### src/rtl/fir_coef_loader.sv
// rtl/fir_coef_loader.sv - 16-tap FIR coefficient loader with shadow/active banks
// A full, well-framed set is staged in the shadow bank and copied to the active bank in a single edge.
module fir_coef_loader #(
  parameter int NTAPS = 16,
  parameter int CW    = 12
) (
  input  logic                  clk,
  input  logic                  rst,
  input  logic                  s_valid,
  output logic                  s_ready,
  input  logic [CW-1:0]         s_data,
  input  logic                  s_last,
  input  logic                  hold,
  output logic [NTAPS*CW-1:0]   coef_bus,
  output logic                  control,
  output logic                  upd,
  output logic                  err
);

  localparam int IW = (NTAPS > 1) ? $clog2(NTAPS) : 1;
  localparam logic [IW-1:0] LAST_IDX = IW'(NTAPS - 1);

  typedef enum logic [1:0] {
    ST_IDLE  = 2'd0,
    ST_PEND  = 2'd1,
    ST_DRAIN = 2'd2
  } state_t;

  state_t               state_q,   state_d;
  logic [IW-1:0]        idx_q,     idx_d;
  logic [CW-1:0]        shadow_q [NTAPS];
  logic [CW-1:0]        shadow_d [NTAPS];
  logic [NTAPS*CW-1:0]  coef_q,    coef_d;
  logic                 ready_q,   ready_d;
  logic                 control_q, control_d;
  logic                 upd_q,     upd_d;
  logic                 err_q,     err_d;
  logic                 beat;

  assign beat = s_valid & ready_q;

  always_comb begin
    state_d   = state_q;
    idx_d     = idx_q;
    shadow_d  = shadow_q;
    coef_d    = coef_q;
    control_d = control_q;
    upd_d     = 1'b0;
    err_d     = err_q;

    case (state_q)
      ST_IDLE: begin
        if (beat) begin
          shadow_d[idx_q] = s_data;
          if (s_last) begin
            idx_d = '0;
            if (idx_q == LAST_IDX) begin
              state_d = ST_PEND;
            end else begin
              err_d = 1'b1;
            end
          end else if (idx_q == LAST_IDX) begin
            // Too many beats: flag now and swallow the rest of the frame.
            idx_d   = '0;
            err_d   = 1'b1;
            state_d = ST_DRAIN;
          end else begin
            idx_d = idx_q + 1'b1;
          end
        end
      end

      ST_PEND: begin
        if (!hold) begin
          for (int k = 0; k < NTAPS; k++) begin
            coef_d[k*CW +: CW] = shadow_q[k];
          end
          control_d = 1'b1;
          upd_d     = 1'b1;
          idx_d     = '0;
          state_d   = ST_IDLE;
        end
      end

      ST_DRAIN: begin
        if (beat && s_last) begin
          idx_d   = '0;
          state_d = ST_IDLE;
        end
      end

      default: begin
        idx_d   = '0;
        state_d = ST_IDLE;
      end
    endcase

    ready_d = (state_d != ST_PEND);
  end

  always_ff @(posedge clk) begin
    if (rst) begin
      state_q   <= ST_IDLE;
      idx_q     <= '0;
      for (int k = 0; k < NTAPS; k++) begin
        shadow_q[k] <= '0;
      end
      coef_q    <= '0;
      ready_q   <= 1'b0;
      control_q <= 1'b0;
      upd_q     <= 1'b0;
      err_q     <= 1'b0;
    end else begin
      state_q   <= state_d;
      idx_q     <= idx_d;
      shadow_q  <= shadow_d;
      coef_q    <= coef_d;
      ready_q   <= ready_d;
      control_q <= control_d;
      upd_q     <= upd_d;
      err_q     <= err_d;
    end
  end

  assign s_ready  = ready_q;
  assign coef_bus = coef_q;
  assign control  = control_q;
  assign upd      = upd_q;
  assign err      = err_q;

endmodule

### config.mk
export PLATFORM = sky130hd
export DESIGN_NAME = fir_coef_loader
export DESIGN_NICKNAME = d
export VERILOG_FILES = /design/src/rtl/fir_coef_loader.sv
export SDC_FILE = /design/constraint.sdc
export NUM_CORES = 1
export LEC_CHECK = 0
export CAP_MARGIN = 10
export CORE_MARGIN = 2
export CORE_UTILIZATION = 40
export CTS_CLUSTER_DIAMETER = 50
export DETAILED_ROUTE_END_ITERATION = 12
export PLACE_DENSITY = 0.66
export SYNTH_ARGS = -nofsm -noshare
export SYNTH_HDL_FRONTEND = slang
export SYNTH_SLANG_ARGS = --single-unit
### constraint.sdc
create_clock -name clk -period 1.5 [get_ports clk]
set_clock_uncertainty 0.05 [all_clocks]
set_input_delay 0.375 -clock clk [delete_from_list [all_inputs] [get_ports clk]]
set_output_delay 0.375 -clock clk [all_outputs]
set_load 0.03 [all_outputs]
Word level (Yosys, flattened, before mapping)
Cells that the tools add are included.
- mux-type cells: 20
- add/sub/neg operators: 1
- eq/ne operators: 8
- bitwise logic cells: 4
- order comparisons: 2
- reductions and logical operators: 9
- operators by type and width (kind ; number):
    bitwise mux 192 bit ; 1
    demux 12 bit (select 4 bit) ; 1
    2-to-1 mux 4 bit ; 5
    2-to-1 mux 12 bit ; 1
    2-to-1 mux 2 bit ; 6
    one-hot mux 4 bit (3 select lines) ; 1
    inequality test 2 bit (second input constant) ; 4
    one-hot mux 2 bit (3 select lines) ; 1
    >= comparator 5 bit (second input constant) ; 1
    less-than comparator 5 x 1 -> 1 bit (second input constant) ; 1
    inverter 4 -> 5 bit ; 1
    adder 4 x 1 -> 4 bit (second input constant) ; 1
    == test 4 bit (second input constant) ; 1
    2-to-1 mux 1 bit ; 4
    AND reduction 2 bit ; 2
    AND reduction 4 bit ; 1
    AND reduction 3 bit ; 1
    == test 2 x 1 -> 1 bit (second input constant) ; 1
    == test 2 bit (second input constant) ; 1
    logical AND 1 bit ; 2
    logical NOT 2 bit ; 1
    inequality test 2 x 1 -> 1 bit (second input constant) ; 1
    inverter 1 bit ; 2
    nonzero test 2 bit ; 1
    2 further kinds ; 2
- output and inout port bits: 196
- register bits: 394
- bits of input ports: 17
- word-level logic and storage cells: 67

Longest topological paths before layout
Gate-level depths: netlist (run 1).
- depth in word-level cells: 6
- depth in mapped cells: 7
- depth with buffers taken out: 5

Worst setup path after synthesis (run 1)
OpenSTA, ideal clock, no wires.
- path kind: reg-to-reg
- start point: register idx_q[1]
- end point: register shadow_q[10] in the netlist's numbering
- stages on the path, launching flop included: 8
- buffers on the path: 2
- arrival time: 1.515 ns
- required time: 1.380 ns
- path slack: -0.136 ns
- library setup time: 0.070 ns
- period minus slack after synthesis: 1.636 ns
- cells stage by stage: dfxtp_1 -> ha_1 -> clkbuf_1 -> and3_1 -> and2_1 -> buf_4 -> nand2_1 -> a21oi_1
- word-level cells in the longest chain between the ends: 6
- elaborated cells on any way between the ends: 7
- those cells by class: 2 x order compare; 3 x mux; 1 x bitwise; 1 x reduce/logical
- RTL lines (element ; line ; source):
    start, declared ; 30 ; logic [IW-1:0] idx_q, idx_d;
    start signal, assigned ; 115 ; idx_q <= idx_d;
    inverter 4 -> 5 bit (implied by the code) (*) ; 54 ; shadow_d[idx_q] = s_data;
    >= comparator 5 bit (implied by the code) or less-than comparator 5 x 1 -> 1 bit (tied branches) ; 54 ;
    logical AND 1 bit (implied by the code) ; 54 ;
    2-to-1 mux 12 bit (implied by the code) ; 54 ;
    demux 12 bit (select 4 bit) (*) ; 54 ;
    bitwise mux 192 bit (*) ; 54 ;
    end signal, assigned ; 116 ; shadow_q <= shadow_d;
    end, declared ; 31 ; logic [CW-1:0] shadow_q [NTAPS];
Every way passes the cells marked *; elsewhere a longest branch is shown, timed or not.
A chain may end at the register's enable or synchronous reset.

Worst setup path in the final report (run 1)
- start point: register state_q[1]
- end point: register coef_q[189] (netlist: coef_bus[189])
- word-level cells in the longest chain between the ends: 2
- RTL lines (element ; line ; source):
    start, declared ; 29 ; state_t state_q, state_d;
    start signal, assigned ; 114 ; state_q <= state_d;
    == test 2 x 1 -> 1 bit ; 51 ; case (state_q)
    AND reduction 2 bit (no line) ; n/a ;
    end signal, assigned ; 117 ; coef_q <= coef_d;
    end, declared ; 33 ; logic [NTAPS*CW-1:0] coef_q, coef_d;
No other way between the ends.

==> impl_metrics.env, run 1 <==
export IMPL_nets=2000
export IMPL_remaining_drc_errors=0
export IMPL_grt_overflow=0
export IMPL_syn_to_final_growth_pct=35.1
export IMPL_crit_path_max_fanout=18
export IMPL_cp_arrival_ps=1920
export IMPL_wl_met1_microns=19300
export IMPL_power_frac_clock_pct=49.2
export IMPL_tightest_slew_ps=873
export IMPL_fin_crit_ps=1610
export IMPL_synth_warnings=0
export IMPL_grt_max_degree=172
export IMPL_crit_family="simple AND/OR/NAND/NOR gates"
export IMPL_startpoint_type="register"
export IMPL_clk_path_buf_depth=3
export IMPL_yosysSeqAreaShare_pct=56.1
export IMPL_path_clk_slew_ps=60
export IMPL_ioPinCount=213
export IMPL_worstSetupEndpointType="register"
export IMPL_dieHeight_microns=191
export IMPL_detail_route_antenna_nets=0
export IMPL_synth_cells=1741
export IMPL_synth_avg_cell_area_sq_um=8.08
export IMPL_hold_viol_final=0
export IMPL_combPwrFrac_pct=3.0
export IMPL_rr_worst_depth=5
export IMPL_dr_pass1_iters=6
export IMPL_grt_pass1_wl_microns=59900
export IMPL_post_route_period_util_pct=107
export IMPL_synth_area_sq_um=14100
export IMPL_rsz0062_at_grt="yes"
export IMPL_wl_met3_microns=3350
export IMPL_cts_root_buffer="clkbuf_16"
export IMPL_hold_ws_ps=175
export IMPL_cts_sinks=394
export IMPL_drv_slew=0
export IMPL_hold_path_class="in -> reg"
export IMPL_p_sw_share_pct=21.3
export IMPL_switchingPower_uw=4670
export IMPL_outcome="finished, violations left"
export IMPL_routed_wl_microns=44000
export IMPL_peakVddDrop_mv=0.963
export IMPL_crit_required_ps=1820
export IMPL_htreeDepth=2
export IMPL_insertion_delay_ps=520
export IMPL_cts_buffers=42
export IMPL_dieArea_sq_um=36700
export IMPL_io_buffers=212
export IMPL_max_slew_margin_rel_pct=41.8
export IMPL_start_util_pct=40.7
export IMPL_fmax_ghz=0.622
export IMPL_cp_num_buf_inv=2
export IMPL_totalPowerFinal_uw=21900
export IMPL_die_x_microns=191
export IMPL_grt_total_usage_pct=20.4
export IMPL_vias_per_cell=5.11
export IMPL_dp_slack_ps=-564
export IMPL_synth_top_area_share_pct=56.1
export IMPL_drive_above_1_share_pct=25.3
export IMPL_slowest_delay_ps=510
export IMPL_gp_congestion=0.798
export IMPL_synth_top_area_cell="dfxtp_1"
export IMPL_num_vias=12600
export IMPL_hold_depth=3
export IMPL_violations="setup timing"
export IMPL_powerDensity_nw_per_um2=1160
export IMPL_crit_cells=5
export IMPL_crit_slowest_cell="or3b_4"
export IMPL_tritoncts="done"
export IMPL_synth_cell_types=41
export IMPL_fin_ws_ps=-107
export IMPL_finalSetupViolCount=362
export IMPL_core_sq_um=34500
export IMPL_fill_cells=3168
export IMPL_p_leak_uw=0.00718
export IMPL_intPower_uw=17300
export IMPL_place_hpwl_microns=23600
export IMPL_top_layer="met4"
export IMPL_grt_pass1_vias=11400
export IMPL_crit_path_cell_trace="buf_6, or3b_4, clkbuf_16, nand2_1, a21oi_1"
export IMPL_r2r_slack_ps=-110
export IMPL_setup_worst_path_class="reg -> reg"
export IMPL_seqPwrFrac_pct=47.9
export IMPL_syn_num_nets=1762
export IMPL_num_rows=68
export IMPL_antenna_found_initial=1
export IMPL_synth_area_leaders="dfxtp_1 (56%), nand2_1 (19%), a21oi_1 (13%), buf_2 (2.3%), mux2i_1 (1.7%)"
export IMPL_cap_violations=0
export IMPL_wire_per_inst_microns=17.8
export IMPL_route_met2_wl_microns=20500
export IMPL_synth_seq_cells=394
export IMPL_drt_iter0_drc=1082
==> cell type report <==
type / instances / area [sq um] / area share, %
antenna: 2 / 5.00 / 0.0263
clock buffer: 56 / 1210 / 6.40
clock inverter: 20 / 251 / 1.32
inverter: 4 / 15.0 / 0.0790
multi-input combinational: 1214 / 5850 / 30.8
sequential: 394 / 7930 / 41.7
tap: 455 / 569 / 3.00
timing repair buffer: 323 / 3170 / 16.7
==> metal layers <==
| layer | global-route usage [%] | up-vias |
|---|---|---|
| met4 | 5.09 | 0 |
| met2 | 32.9 | 455 |
| met1 | 28.0 | 5972 |
| li1 | - | 6122 |
| met3 | 3.84 | 62 |
| met5 | 0 | - |
==> metrics by stage <==
stage / utilization (%) / cells / TNS (ps) / area (sq um)
final: 55.0 / 2468 / -15340 / 19000
after global routing: 55.0 / 2466 / -37170 / 19000
after CTS: 52.3 / 2432 / -9790 / 18100
after detailed placement: 49.4 / 2354 / -187310 / 17000
after global placement: 49.4 / 2354 / -171420 / 17000
after floorplan: - / 1741 / -744 / 14200
==> cell families (layout without fill, tap and decap cells) <==
logic type | Yosys count | count (layout) | share of synthesized area (%)
mux | 24 | 24 | 1.71
simple gates | 804 | 813 | 22.8
xor+xnor | 1 | 1 | 0.0623
fa+ha+maj | 4 | 4 | 0.356
compound gates | 372 | 372 | 13.7
flops | 394 | 394 | 56.1
buf+inv | 142 | 403 | 5.23
other cells | 0 | 2 | 0
==> synth_stat cells (all sizes together) <==
library cell / count
o221a: 1
nand2b: 1
nor3b: 1
a311o: 2
and3b: 2
nor3: 3
nand3: 13
o21ai: 1
a31o: 1
mux2i: 24
or3b: 1
a21oi: 363
inv: 4
nor4: 1
a21o: 1
buf: 84
or2: 1
o21a: 1
nand4: 5
nand2: 725
a22oi: 1
a31oi: 1
clkbuf: 54
and3: 12
nor2b: 2
and2: 1
nor4bb: 1
dfxtp: 394
and4bb: 1
and4: 2
ha: 4
xnor2: 1
nor2: 32
==> repair_timing <==
item                       4_1_cts  5_1_grt
pin swaps                       19       33
gates cloned                     1       32
resized for setup             1120      102
setup endpoints to repair      576      497
hold endpoints to repair         0        0
hold buffers                     0        0
buffers inserted                 1        2
==> power groups by stage <==
stage / clock [uW] / combinational [uW] / sequential [uW]
final: 10800 / 649 / 10500
after global routing: 11400 / 682 / 10500
after CTS: 11000 / 627 / 10500
after detailed placement: 0 / 622 / 10700
after global placement: 0 / 615 / 10700
after floorplan: 0 / 278 / 10700
==> state kept, by name, indices dropped and copies added (netlist names) <==
name and cells:
err 1, state_q 2, idx_q 4, s_ready 1, upd 1, coef_bus 192, control 1, shadow_q 192
==> path summary, 6_finish.rpt <==
check               start            end
max reg2reg    state_q[1]  coef_bus[189]
min reg2reg  shadow_q[16]  coef_bus[172]
max            state_q[1]  coef_bus[189]
min                   rst        s_ready
==> cells in the final DEF, fill, tap and decap left out, types with 24 or more instances in the layout <==
cell type,instances
a21oi_1,331
a21oi_2,32
buf_12,26
buf_2,96
buf_4,98
buf_6,66
clkbuf_16,57
dfxtp_1,366
dfxtp_2,27
mux2i_1,24
nand2_1,693
nor2_1,32
==> worst register-to-register path, stage by stage (launching register included) <==
cell,delay [ps]
dfxtp_4,360
buf_6,120
or3b_4,510
clkbuf_16,260
nand2_1,90
a21oi_1,70
(Power assumes the default switching activity.)
==> inputs of run 2 (changes only) <==
--- a/config.mk
+++ b/config.mk
@@ -10,7 +10,7 @@
 export CORE_UTILIZATION = 40
 export CTS_CLUSTER_DIAMETER = 50
 export DETAILED_ROUTE_END_ITERATION = 12
-export PLACE_DENSITY = 0.66
+export PLACE_DENSITY_LB_ADDON = 0.3
 export SYNTH_ARGS = -nofsm -noshare
 export SYNTH_HDL_FRONTEND = slang
 export SYNTH_SLANG_ARGS = --single-unit
==> impl_metrics.env, run 2 (synthesis results as in run 1) <==
export IMPL_worstSetupEndpointType="register"
export IMPL_rsz0062_at_grt="yes"
export IMPL_hold_path_class="in -> reg"
export IMPL_layout_common_cells="nand2_1 (678), dfxtp_1 (324), a21oi_1 (279), buf_4 (168), buf_6 (101)"
export IMPL_nets=2029
export IMPL_drive_above_1_share_pct=31.9
export IMPL_setup_worst_path_class="reg -> reg"
export IMPL_tightest_slew_ps=410
export IMPL_fmax_ghz=0.627
export IMPL_violations="setup timing"
export IMPL_syn_to_final_growth_pct=43.1
export IMPL_fill_cells=3049
export IMPL_diodes=0
export IMPL_htreeDepth=2
export IMPL_seq_area_sq_um=7980
export IMPL_die_x_microns=191
export IMPL_gp_congestion=0.812
export IMPL_insertion_delay_ps=560
export IMPL_num_vias=12800
export IMPL_dieArea_sq_um=36700
export IMPL_start_util_pct=40.7
export IMPL_multi_input_area_sq_um=6170
export IMPL_path_clk_slew_ps=60
export IMPL_vias_per_cell=5.13
export IMPL_outcome="finished, violations left"
export IMPL_fin_crit_ps=1600
export IMPL_grt_total_usage_pct=22.9
export IMPL_crit_path_max_fanout=8
export IMPL_grt_overflow=0
export IMPL_cts_root_buffer="clkbuf_16"
export IMPL_cts_buffers=44
export IMPL_powerDensity_nw_per_um2=1110
export IMPL_antenna_found_initial=2
export IMPL_wire_per_inst_microns=17.4
export IMPL_post_route_period_util_pct=106
export IMPL_ioPinCount=213
export IMPL_cts_sinks=394
export IMPL_detail_route_antenna_nets=0
export IMPL_drt_iter0_drc=783
export IMPL_hold_ws_ps=124
export IMPL_fin_ws_ps=-95.6
export IMPL_max_slew_margin_rel_pct=72.7
export IMPL_grt_max_degree=83
export IMPL_tritoncts="done"
export IMPL_cts_hold_buffers_added=0
export IMPL_grt_pass1_vias=12200
export IMPL_cp_arrival_ps=2030
export IMPL_io_buffers=212
export IMPL_p_leak_uw=0.00766
export IMPL_startpoint_type="register"
export IMPL_hold_viol_final=0
export IMPL_clk_path_buf_depth=3
export IMPL_final_util_pct=58.3
export IMPL_grt_pass1_wl_microns=65800
export IMPL_peakVddDrop_mv=0.923
export IMPL_core_sq_um=34500
export IMPL_dieHeight_microns=191
export IMPL_drv_slew=0
export IMPL_routed_wl_microns=43600
export IMPL_place_hpwl_microns=24500
export IMPL_finalSetupViolCount=316
export IMPL_num_rows=68
export IMPL_remaining_drc_errors=0
export IMPL_dr_pass1_iters=5
export IMPL_crit_required_ps=1940
export IMPL_layout_commonest_cell="nand2_1"
export IMPL_cap_violations=0
==> run 2: cell types whose count changed in the layout (fill, tap and decap cells not counted), sizes merged <==
cell	delta
buf	+35
clkbuf	-6
and3	+3
clkinv	-3
bufbuf	+2
diode	-2
inv	+2
or3b	-2
bufinv	-1
clkdlybuf4s50	+1
clkinvlp	+1
dlymetal6s2s	-1
==> run 2: cell type report <==
type	count	area share (%)
multi-input cells	1215	30.7
clock buffers	61	6.29
repair buffers	349	19.3
flip-flops and latches	394	39.6
inverters	4	0.0746
clock inverters	19	1.18
well taps	455	2.83
==> run 2: routing by layer <==
layer | part of all wire, % | global-route usage (%) | vias up
li1 | - | - | 6189
met1 | 44 | 30.7 | 6179
met2 | 48 | 37.9 | 378
met3 | 6.4 | 4.09 | 63
met4 | 1.8 | 5.74 | 2
met5 | 0.030 | 0 | -
==> run 2: report_power, final <==
part           leakage (uW)  internal [uW]  switching, uW  total, uW
clock network      0.000732           6650           4460      11100
registers           0.00321          10500           14.9      10500
logic               0.00372            243            487        729
total               0.00766          17400           4960      22300
==> run 2: worst paths after layout <==
| check | slack (ps) | end | from | cells past startpoint |
|---|---|---|---|---|
| max | -100 | shadow_q[16] | state_q[0] | 7 |
| min | 120 | shadow_q[13] | rst | 3 |
| max reg2reg | -100 | shadow_q[16] | state_q[0] | 7 |
| min reg2reg | 390 | coef_bus[167] | shadow_q[35] | 2 |
==> run 2: per-stage QoR <==
stage	instances	setup slack (ps)	area, sq um	power [uW]	setup TNS [ps]
floorplan	1741	-26.2	14200	11000	-744
global placement	2371	-555	17200	11400	-185420
detailed placement	2371	-653	17200	11400	-196310
CTS	2487	-93.1	19400	22400	-10100
global route	2497	-143	20100	23000	-34040
finish	2497	-95.6	20100	22300	-11490
==> run 2: worst max-delay path, cell delays in order (launching register included) <==
cell	delay, ps
dfxtp_2	320
and4bb_4	330
buf_6	140
buf_6	120
and4_4	240
buf_8	140
nand2_4	50
a21oi_2	120
==> run 2: timing repair <==
item                       in CTS  in global routing
setup buffers                  16                  3
gates cloned                   20                  7
setup endpoints to repair     556                482
gates resized for setup      1376                149
pin swaps                      46                 51
==> inputs of run 3 (changes only) <==
--- a/config.mk
+++ b/config.mk
@@ -10,7 +10,7 @@
 export CORE_UTILIZATION = 40
 export CTS_CLUSTER_DIAMETER = 50
 export DETAILED_ROUTE_END_ITERATION = 12
-export PLACE_DENSITY_LB_ADDON = 0.3
+export PLACE_DENSITY_LB_ADDON = 0.08
 export SYNTH_ARGS = -nofsm -noshare
 export SYNTH_HDL_FRONTEND = slang
 export SYNTH_SLANG_ARGS = --single-unit
==> impl_metrics.env, run 3 (synthesis results as in run 1) <==
export IMPL_outcome="finished, violations left"
export IMPL_violations="setup timing"
export IMPL_rsz0062_at_grt="yes"
export IMPL_drv_slew=0
export IMPL_layout_common_cells="nand2_1 (724), dfxtp_1 (363), a21oi_1 (330), buf_4 (109), buf_2 (84)"
export IMPL_fmax_ghz=0.636
export IMPL_drt_iter0_drc=832
export IMPL_cts_sinks=394
export IMPL_num_rows=68
export IMPL_setup_worst_path_class="reg -> reg"
export IMPL_layout_commonest_cell="nand2_1"
export IMPL_grt_busiest_layer="met2"
export IMPL_dp_slack_ps=-540
export IMPL_grt_max_degree=111
export IMPL_cts_hold_buffers_added=0
export IMPL_hold_viol_final=0
export IMPL_multi_input_area_sq_um=5730
export IMPL_wire_per_inst_microns=16.8
export IMPL_max_slew_margin_rel_pct=65.4
export IMPL_grt_pass1_vias=11300
export IMPL_detail_route_antenna_nets=0
export IMPL_syn_to_final_growth_pct=32.2
export IMPL_fill_cells=3389
export IMPL_cts_buffers=44
export IMPL_htreeDepth=2
export IMPL_grt_use_met2_pct=34.3
export IMPL_tightest_slew_ps=519
export IMPL_p_leak_uw=0.00697
export IMPL_totalPowerFinal_uw=21600
export IMPL_finalSetupViolCount=336
export IMPL_core_sq_um=34500
export IMPL_ioPinCount=213
export IMPL_startpoint_type="register"
export IMPL_fin_area_sq_um=18600
export IMPL_gp_congestion=0.793
export IMPL_powerDensity_nw_per_um2=1160
export IMPL_routed_wl_microns=41400
export IMPL_grt_pass1_wl_microns=61800
export IMPL_grt_overflow=0
export IMPL_antenna_found_initial=1
export IMPL_cap_violations=0
export IMPL_fin_crit_ps=1570
export IMPL_tritoncts="done"
export IMPL_dpl_instance_area_sq_um=17100
export IMPL_crit_path_max_fanout=45
export IMPL_remaining_drc_errors=0
export IMPL_r2r_slack_ps=-70
export IMPL_vias_per_cell=4.96
export IMPL_dieHeight_microns=191
export IMPL_hold_path_class="in -> reg"
export IMPL_fin_ws_ps=-71.6
export IMPL_clk_path_buf_depth=3
export IMPL_use_met1_pct=29.2
export IMPL_seq_area_sq_um=7930
export IMPL_path_clk_slew_ps=60
export IMPL_place_hpwl_microns=24200
export IMPL_dieArea_sq_um=36700
export IMPL_die_x_microns=191
export IMPL_num_vias=12200
export IMPL_worstSetupEndpointType="register"
export IMPL_cts_root_buffer="clkbuf_16"
export IMPL_drive_above_1_share_pct=23.3
export IMPL_nets=1993
export IMPL_cp_arrival_ps=1910
export IMPL_crit_required_ps=1840
export IMPL_final_setup_tns_ps=-9520
export IMPL_grt_total_usage_pct=21.1
export IMPL_dr_pass1_iters=6
export IMPL_insertion_delay_ps=530
export IMPL_post_route_period_util_pct=105
export IMPL_io_buffers=212
export IMPL_grt_util_met3_pct=3.76
export IMPL_start_util_pct=40.7
export IMPL_peakVddDrop_mv=0.721
export IMPL_final_util_pct=53.8
## run 3: cell types whose count changed in the layout (fill, tap and decap cells not counted), sizes merged
cell | previous run | this run
bufbuf | 2 | 0
clkbuf | 64 | 66
clkinvlp | 3 | 2
diode | 0 | 1
clkinv | 7 | 10
and4bb | 1 | 2
inv | 9 | 4
bufinv | 4 | 2
buf | 329 | 292
## run 3: worst max-delay path: stages (launching register included)
cell     delay, ps
dfxtp_2        360
buf_6          110
or3b_4         490
buf_12         220
nand2_1         90
a21oi_1         60
## run 3: path summary, 6_finish.rpt
kind,start,end,depth (start not counted)
setup / recovery,state_q[0],coef_bus[80],5
setup reg to reg,state_q[0],coef_bus[80],5
hold / removal,rst,state_q[0],2
hold reg to reg,shadow_q[105],coef_bus[93],2
## run 3: layout make-up
class / instances / share of cell area (%)
Sequential cell: 394 / 42.7
Clock buffer: 61 / 6.81
Inverter: 4 / 0.0808
Tap cell: 455 / 3.06
Multi-Input combinational cell: 1216 / 30.8
Antenna cell: 1 / 0.0135
Clock inverter: 14 / 0.754
Timing Repair Buffer: 312 / 15.8
## run 3: per-layer routing
metal  vias up  wire length (microns)
met2       294                  19500
li1       6111                      -
met1      5738                  19000
met3        52                   2280
met5         -                      0
met4         0                    624
## run 3: repair_timing
| item | in CTS | in global routing |
|---|---|---|
| setup buffers | 1 | 1 |
| gates cloned | 3 | 17 |
| endpoints found under the setup margin | 566 | 511 |
| resized for setup | 1123 | 59 |
| hold endpoints to repair | 0 | 0 |
| pin swaps | 10 | 9 |
## run 3: where the power goes
group	total (uW)	switching [uW]	internal [uW]
logic	680	463	217
registers	10500	14.1	10500
clock network	10400	4200	6220
## run 3: through the flow
stage / instances / hold slack [ps]
after global placement: 2359 / 387
after CTS: 2438 / 22.7
after global routing: 2456 / 30.0
after floorplan: 1741 / 382
final: 2457 / 44.6
after detailed placement: 2359 / 392
